<file path="src/rtl/impulse_capture_engine.sv">
// rtl/impulse_capture_engine.sv - impulse/train/step stimulus generator with response capture buffer
// Drives stimulus on the sam_clk_en grid and records a DEPTH-sample response window.
module impulse_capture_engine #(
  parameter int DATA_W = 18,
  parameter int ADDR_W = 5
) (
  input  logic                     sys_clk,
  input  logic                     reset,
  input  logic                     sam_clk_en,
  input  logic                     start,
  input  logic                     abort,
  input  logic [1:0]               mode,
  input  logic signed [DATA_W-1:0] amplitude,
  input  logic [ADDR_W-1:0]        offset,
  input  logic [ADDR_W-1:0]        period,
  output logic signed [DATA_W-1:0] stimulus,
  input  logic signed [DATA_W-1:0] response,
  output logic                     busy,
  output logic                     done,
  output logic [ADDR_W:0]          capture_count,
  input  logic [ADDR_W-1:0]        rd_addr,
  output logic signed [DATA_W-1:0] rd_data
);

  localparam int DEPTH = 2 ** ADDR_W;
  localparam logic signed [DATA_W-1:0] MOST_NEG = {1'b1, {(DATA_W-1){1'b0}}};
  localparam logic signed [DATA_W-1:0] MOST_POS = {1'b0, {(DATA_W-1){1'b1}}};
  localparam logic [ADDR_W:0] LAST_IDX = (ADDR_W+1)'(DEPTH - 1);

  localparam logic [1:0] MODE_SINGLE = 2'd0;
  localparam logic [1:0] MODE_TRAIN  = 2'd1;
  localparam logic [1:0] MODE_STEP   = 2'd2;

  typedef enum logic [1:0] {IDLE, DELAY, CAPTURE, DONE} state_t;

  state_t state, state_next;

  logic [1:0]               mode_r;
  logic signed [DATA_W-1:0] amp_r;
  logic [ADDR_W-1:0]        offset_r;
  logic [ADDR_W-1:0]        period_r;
  logic [ADDR_W-1:0]        k;
  logic [ADDR_W-1:0]        phase;
  logic                     negate_next;

  logic signed [DATA_W-1:0] mem [DEPTH];

  logic                     accept, fire, cap_we, cancel, finish;
  logic [ADDR_W-1:0]        period_eff, phase_inc;
  logic                     hit;
  logic signed [DATA_W-1:0] amp_neg, stim_next;

  always_ff @(posedge sys_clk) begin
    if (reset) begin
      state <= IDLE;
    end else begin
      state <= state_next;
    end
  end

  always_comb begin
    state_next = state;
    accept     = 1'b0;
    fire       = 1'b0;
    cap_we     = 1'b0;
    cancel     = 1'b0;
    finish     = 1'b0;
    case (state)
      IDLE: begin
        if (start) begin
          accept     = 1'b1;
          state_next = DELAY;
        end
      end
      DELAY: begin
        if (abort) begin
          cancel     = 1'b1;
          state_next = IDLE;
        end else if (sam_clk_en && (k == offset_r)) begin
          fire       = 1'b1;
          state_next = CAPTURE;
        end
      end
      CAPTURE: begin
        if (abort) begin
          cancel     = 1'b1;
          state_next = IDLE;
        end else if (sam_clk_en) begin
          cap_we = 1'b1;
          if (capture_count == LAST_IDX) begin
            state_next = DONE;
          end
        end
      end
      DONE: begin
        finish     = 1'b1;
        state_next = IDLE;
      end
      default: state_next = IDLE;
    endcase
  end

  // phase counts strobes since the last impulse; hit marks the next train impulse
  always_comb begin
    period_eff = (period_r == '0) ? ADDR_W'(1) : period_r;
    phase_inc  = phase + 1'b1;
    hit        = (phase_inc == period_eff);
    amp_neg    = (amp_r == MOST_NEG) ? MOST_POS : -amp_r;
    case (mode_r)
      MODE_SINGLE: stim_next = '0;
      MODE_TRAIN:  stim_next = hit ? amp_r : '0;
      MODE_STEP:   stim_next = amp_r;
      default:     stim_next = hit ? (negate_next ? amp_neg : amp_r) : '0;
    endcase
  end

  always_ff @(posedge sys_clk) begin
    if (reset) begin
      stimulus      <= '0;
      busy          <= 1'b0;
      done          <= 1'b0;
      capture_count <= '0;
      rd_data       <= '0;
      mode_r        <= '0;
      amp_r         <= '0;
      offset_r      <= '0;
      period_r      <= '0;
      k             <= '0;
      phase         <= '0;
      negate_next   <= 1'b0;
    end else begin
      done    <= finish;
      rd_data <= mem[rd_addr];
      if (accept) begin
        mode_r        <= mode;
        amp_r         <= amplitude;
        offset_r      <= offset;
        period_r      <= period;
        k             <= '0;
        capture_count <= '0;
        busy          <= 1'b1;
      end
      if ((state == DELAY) && sam_clk_en && !abort && !fire) begin
        k <= k + 1'b1;
      end
      if (fire) begin
        stimulus    <= amp_r;
        phase       <= '0;
        negate_next <= 1'b1;
      end
      if (cap_we) begin
        capture_count <= capture_count + 1'b1;
        stimulus      <= stim_next;
        if (hit) begin
          phase       <= '0;
          negate_next <= ~negate_next;
        end else begin
          phase <= phase_inc;
        end
      end
      if (cancel || finish) begin
        stimulus <= '0;
        busy     <= 1'b0;
      end
    end
  end

  // buffer contents survive reset; only the write is suppressed while reset is high
  always_ff @(posedge sys_clk) begin
    if (cap_we && !reset) begin
      mem[capture_count[ADDR_W-1:0]] <= response;
    end
  end

endmodule

</file>
<file path="config.mk">
export PLATFORM = sky130hd
export DESIGN_NAME = impulse_capture_engine
export DESIGN_NICKNAME = d
export VERILOG_FILES = /design/src/rtl/impulse_capture_engine.sv
export SDC_FILE = /design/constraint.sdc
export NUM_CORES = 1
export LEC_CHECK = 0
export ABC_AREA = 0
export BUFFER_PORTS_ARGS = -buffer_cell sky130_fd_sc_hd__buf_2
export CORE_MARGIN = 1
export CORE_UTILIZATION = 55
export CTS_BUF_LIST = sky130_fd_sc_hd__clkbuf_8
export CTS_CLUSTER_DIAMETER = 30
export DETAILED_ROUTE_END_ITERATION = 8
export MAX_ROUTING_LAYER = met4
export PLACE_DENSITY = 0.77
export SYNTH_ARGS = -nofsm -noshare
export SYNTH_HDL_FRONTEND = slang
export SYNTH_SLANG_ARGS = --single-unit
</file>
<file path="constraint.sdc">
create_clock -name sys_clk -period 6.6 [get_ports sys_clk]
set_input_delay 0.66 -clock sys_clk [delete_from_list [all_inputs] [get_ports sys_clk]]
set_output_delay 0.66 -clock sys_clk [all_outputs]
set_load 0.03 [all_outputs]
</file>
==> run metrics, run 1 <==
WL final=61030 µm; die area=~0.048 mm²; Die W=219.5 µm; Synth Cell Area=about 0.026 mm²; first-pass GRT wire length=88580 µm; status=completed; largest net degree at the start of global routing=72; Crit path largest cell delay=approximately 1.1 ns; Via Count=between 10000 and 15000; ys flop type=edfxtp_1; Power Dens Cells=305.8 mW/mm²; Hold WC Path Type=input port to register; Final Setup Violations=0; Worst-Skew Late Latency=a little over 0.7 ns; dpl hpwl=37050 µm; Data required, critical path=6.91 ns; row cnt=79; Final Total Pwr=about 0.0091 W; CTS tree=done; startpoint types=register; CP arrival=3.98 ns; root buffer cell=clkbuf_8; clock sink count=663; vias in the first global route=13805; P&R area growth vs syn=13.78%; RSZ-0062 raised after global routing=no; Syn Inst Count=1377; Mean Syn Cell Area=about 19 µm²; core area=0.04656 mm²; Layout fillers=3079; grt ovf=0; drt first-iter violations=1866; Leakage Power=roughly 10 nW; Final Cycle Share=55.71%; Routed Antenna Nets=0; DRT Pass-1 Iters=5; Post-synth EDFFs=576; post-CTS setup buffers=0; Initial Util=approximately 56%; VDD IR max=0.0002269 V; Worst Path Max Fanout=18; top achievable clock speed=approximately 270 MHz; Worst-Margin Slew=1.289 ns; slew margin rel.=13.94%; Yosys reg bits=663; CTS max path bufs=3; Post-synth ARST share=0%; Final Net Count=between 1500 and 2000; I/O pin count=102; CTS clk-pin slew, worst paths=~0.07 ns; DR DRC count=0; Post-Place Worst Slack=2.783 ns; sequential fraction of the synthesis area=73.19%; Period minus WS final=3.677 ns; Unique masters post-synth=57; CTS H-tree lvls=3; total track usage=a little over a quarter; commonest non-fill, non-tap cell in the layout=edfxtp_1; drt wl/cell=27.24 µm; clock buffer count from CTS=117; Worst Setup End Kind=register; Critical Path, Cell by Cell=inv_1 -> ha_1 -> nand3b_1 -> nor2_1 -> nand2_1 -> nor2_2; max-cap viol count=0; Critical-path top delay cell=nor2_2; most frequent cells in the layout=edfxtp_1 (576), mux4_2 (180), clkbuf_8 (122); warnings from Yosys=0; ratio of cells with drive above 1 in the final layout=~31%; Hold Buf Count CTS=0; critical path type=register to register; Max Slew Vio Count=0; setup_tns=0 ns; antenna violations before repair=6; Port-buffer cells=around 100; Vias/cell=6.264; Final Hold Vio Count=0; Final Skew=0.04518 ns; post-CTS resize count=0; Final GP Congestion=between 0.8 and 0.9; Die Y=219.5 µm; Synthesized Nets=1447; final worst slack=2.923 ns
-- layout make-up --
type	count	area, µm²	share of cell area [%]
antenna	4	10.01	0.03382
multi-input combinational	629	6719	22.70
tap	607	759.5	2.566
sequential	663	19040	64.33
inverter	11	41.29	0.1395
clock inverter	96	767.0	2.592
timing repair buffer	109	581.8	1.966
clock buffer	122	1679	5.673
-- registers in the layout (all words and copies together), names as in the netlist --
register,flops
capture_count,6
mode_r,2
done,1
k,5
phase,5
mem,576
amp_r,18
stimulus,18
busy,1
negate_next,1
period_r,5
offset_r,5
state,2
rd_data,18
-- kinds of logic (layout without fill, tap and decap cells) --
family                   Yosys count  count (layout)  synth area share [%]
AO/OA/AOI/OAI                    167             167                 3.920
XOR/XNOR                          12              12                0.4041
adder cells (fa/ha/maj)           12              12                0.5772
buffers and inverters             85             338                 1.304
flip-flops                       663             663                 73.19
multiplexers                     200             200                 16.35
other                              0               4                     0
AND/OR/NAND/NOR                  238             238                 4.247
-- critical path, delay by kind of cell, from the launching register on --
family | cells | cell delay [ns]
fa+ha+maj | 1 | 0.22
flops | 1 | 0.33
simple gates | 4 | 2.61
buf+inv | 1 | 0.11
-- routing by layer --
metal / track usage (%) / wire [µm]
met5: - / 0
met4: 7.315 / 1236
met3: 8.627 / 7292
met2: 38.77 / 28290
met1: 37.19 / 24220
-- worst paths after layout --
path                start   endpoint  slack (ns)  cells past startpoint
min          amplitude[7]   amp_r[7]        0.21                      3
max              state[0]  mem[4][5]        2.92                      6
max reg2reg      state[0]  mem[4][5]        2.92                      6
min reg2reg          busy       busy        0.47                      1
-- cells in the mapped netlist, types with 10 or more instances --
cell / instances / share of area (%)
a21oi_1: 59 / 1.1
buf_1: 21 / 0.30
buf_2: 10 / 0.19
clkbuf_1: 42 / 0.61
dfxtp_1: 87 / 6.7
edfxtp_1: 576 / 66
ha_1: 12 / 0.58
inv_1: 11 / 0.16
mux2i_1: 20 / 0.77
mux4_2: 180 / 16
nand2_1: 88 / 1.3
nor2_1: 78 / 1.1
o21ai_0: 38 / 0.73
o21ai_1: 14 / 0.27
-- power by group --
part	leakage, nW	switching (W)	internal, W
registers	5.89	0.0000428	0.00459
clock network	1.34	0.00170	0.00217
logic	2.61	0.000348	0.000201
-- metrics by stage --
stage | cell area [µm²] | cells | util (%) | hold WS, ns
after global routing | 29600 | 2241 | 63.57 | 0.1849
after global placement | 27140 | 2019 | 58.29 | 0.4418
after detailed placement | 27140 | 2019 | 58.29 | 0.4628
final | 29600 | 2241 | 63.57 | 0.2116
after CTS | 29590 | 2237 | 63.55 | 0.1691
after floorplan | 26010 | 1377 | - | 0.4446
No activity file was read; power rests on OpenSTA's default activity.
==> inputs of run 2 (changes only) <==
--- a/config.mk
+++ b/config.mk
@@ -13,7 +13,7 @@
 export CTS_CLUSTER_DIAMETER = 30
 export DETAILED_ROUTE_END_ITERATION = 8
 export MAX_ROUTING_LAYER = met4
-export PLACE_DENSITY = 0.77
+export PLACE_DENSITY = 0.8
 export SYNTH_ARGS = -nofsm -noshare
 export SYNTH_HDL_FRONTEND = slang
 export SYNTH_SLANG_ARGS = --single-unit
==> constraint.sdc (replaced) <==
create_clock -name sys_clk -period 3 [get_ports sys_clk]
set_input_delay 0.3 -clock sys_clk [delete_from_list [all_inputs] [get_ports sys_clk]]
set_output_delay 0.3 -clock sys_clk [all_outputs]
set_load 0.03 [all_outputs]
==> run 2 against run 1 <==
  * Sequential share of layout area decreased by 2.2 points
  * Clock power grew 130%
  * First-iteration DRC count up 4.5%
  * Largest cell class unchanged
  * Power is 120% higher
  * Fmax grew 41%
  * Die area unchanged
  * Utilization increased by 2.3 points
  * Non-clock buffer count increased by 109
  * Sequential power rose by 120%
==> run metrics, run 2 (synthesis results as in run 1) <==
status=completed; Max Slew Vio Count=0; Final Hold Vio Count=0; root buffer cell=clkbuf_8; CTS H-tree lvls=3; Vias/cell=6.201; Data required, critical path=~3.6 ns; hold path start=abort; Initial Util=between 50 and 60%; Final Total Pwr=roughly 0.020 W; Final Setup Violations=0; Via Count=14548; worst reg2reg endpoint=stimulus[11]; RSZ-0062 raised after global routing=no; Port-buffer cells=101; core area=between 0.04 and 0.05 mm²; startpoint types=register; Final Net Count=about 1700; vias in the first global route=15063; largest net degree at the start of global routing=around 70; top achievable clock speed=384.0 MHz; Hold WC Path Type=input port to register; I/O pin count=102; drt first-iter violations=1950; Worst Setup End Kind=register; worst flop-to-flop path startpoint=phase[0]; post-CTS setup buffers=0; hold depth=4; CTS clk-pin slew, worst paths=0.06 ns; most frequent cells in the layout=edfxtp_1 (576), mux4_2 (180), clkbuf_8 (131); Leakage Power=10.47 nW; drt wl/cell=26.67 µm; hold worst-path end=state[1]; dpl hpwl=37600 µm; Worst-Margin Slew=between 0.9 and 1 ns; CTS tree=done; DR DRC count=0; Power Dens Cells=654.2 mW/mm²; max-cap viol count=0; critical path type=register to register; Worst Path Max Fanout=13; clock sink count=663; Die W=219.5 µm; setup_tns=0 ns; grt ovf=0; Period minus WS final=2.604 ns; CTS max path bufs=3; Hold Buf Count CTS=30; Die Y=219.5 µm; P&R area growth vs syn=17.90%; DRT Pass-1 Iters=5; number of flip-flops in the largest register=576; commonest non-fill, non-tap cell in the layout=edfxtp_1; die area=0.04817 mm²; row cnt=79; CP arrival=3.21 ns; Final GP Congestion=0.9063; flop-to-flop setup slack=between 0.3 and 0.4 ns; Routed Antenna Nets=0; slew margin rel.=about two fifths; clock buffer count from CTS=about 120; first-pass GRT wire length=about 90000 µm; ratio of cells with drive above 1 in the final layout=33.64%; Worst-Skew Late Latency=between 0.7 and 0.8 ns; WL final=62570 µm; Final Skew=0.05224 ns; FF-to-FF path depth=7; Final Cycle Share=~87%; total track usage=27.51%; antenna violations before repair=3; post-CTS resize count=0; VDD IR max=around 0.00047 V
## run 2: final cells by class
type	instances	area [µm²]
Sequential cell	663	19040
Fill cell	2886	15890
Multi-Input combinational cell	629	6719
Clock buffer	131	1803
Timing Repair Buffer	218	1588
Tap cell	607	759.5
Clock inverter	84	711.9
Inverter	11	41.29
Antenna cell	3	7.507
## run 2: worst max-delay path by stage
stage,startpoint,endpoint,cells past startpoint
6_report,phase[0],stimulus[11],7
2_1_floorplan,state[0],mem[29][0],6
3_3_place_gp,rd_addr[0],rd_data[10],6
4_1_cts,phase[0],stimulus[5],7
5_1_grt,phase[0],stimulus[11],7
3_5_place_dp,rd_addr[0],rd_data[10],6
## run 2: per-stage QoR
step                worst slack, ns  area (µm²)  instances  util [%]  hold WS (ns)
floorplan                    0.6173       26010       1377         -        0.3989
global placement             0.4959       27850       2098     59.81        0.4446
detailed placement           0.4667       27850       2098     59.81        0.4604
CTS                          0.4289       30660       2343     65.86       0.02764
global route                 0.1856       30670       2346     65.87       0.06140
finish                       0.3956       30670       2346     65.87       0.07510
## run 2: worst max-delay path, stage by stage (launching register included)
cell	delay, ns
dfxtp_1	0.47
ha_1	0.31
xor2_1	0.17
a31oi_1	0.24
nand4_2	0.21
a2111oi_4	0.76
o21ai_0	0.19
a31oi_1	0.19
## run 2: report_power, final
group,switching [W],internal [W],total (W)
clock network,0.00372,0.00499,0.00871
logic,0.000686,0.000493,0.00118
registers,0.0000826,0.0101,0.0102
total,0.00449,0.0156,0.0201
## run 2: layer usage
layer / vias up / wire length [µm] / part of all wire [%] / track usage (%)
li1: 6147 / - / - / -
met1: 7447 / 23310 / 37 / 34.38
met2: 793 / 31470 / 50 / 44.79
met3: 161 / 5765 / 9.2 / 5.852
met4: 0 / 2023 / 3.2 / 9.769
met5: - / 0 / 0 / -
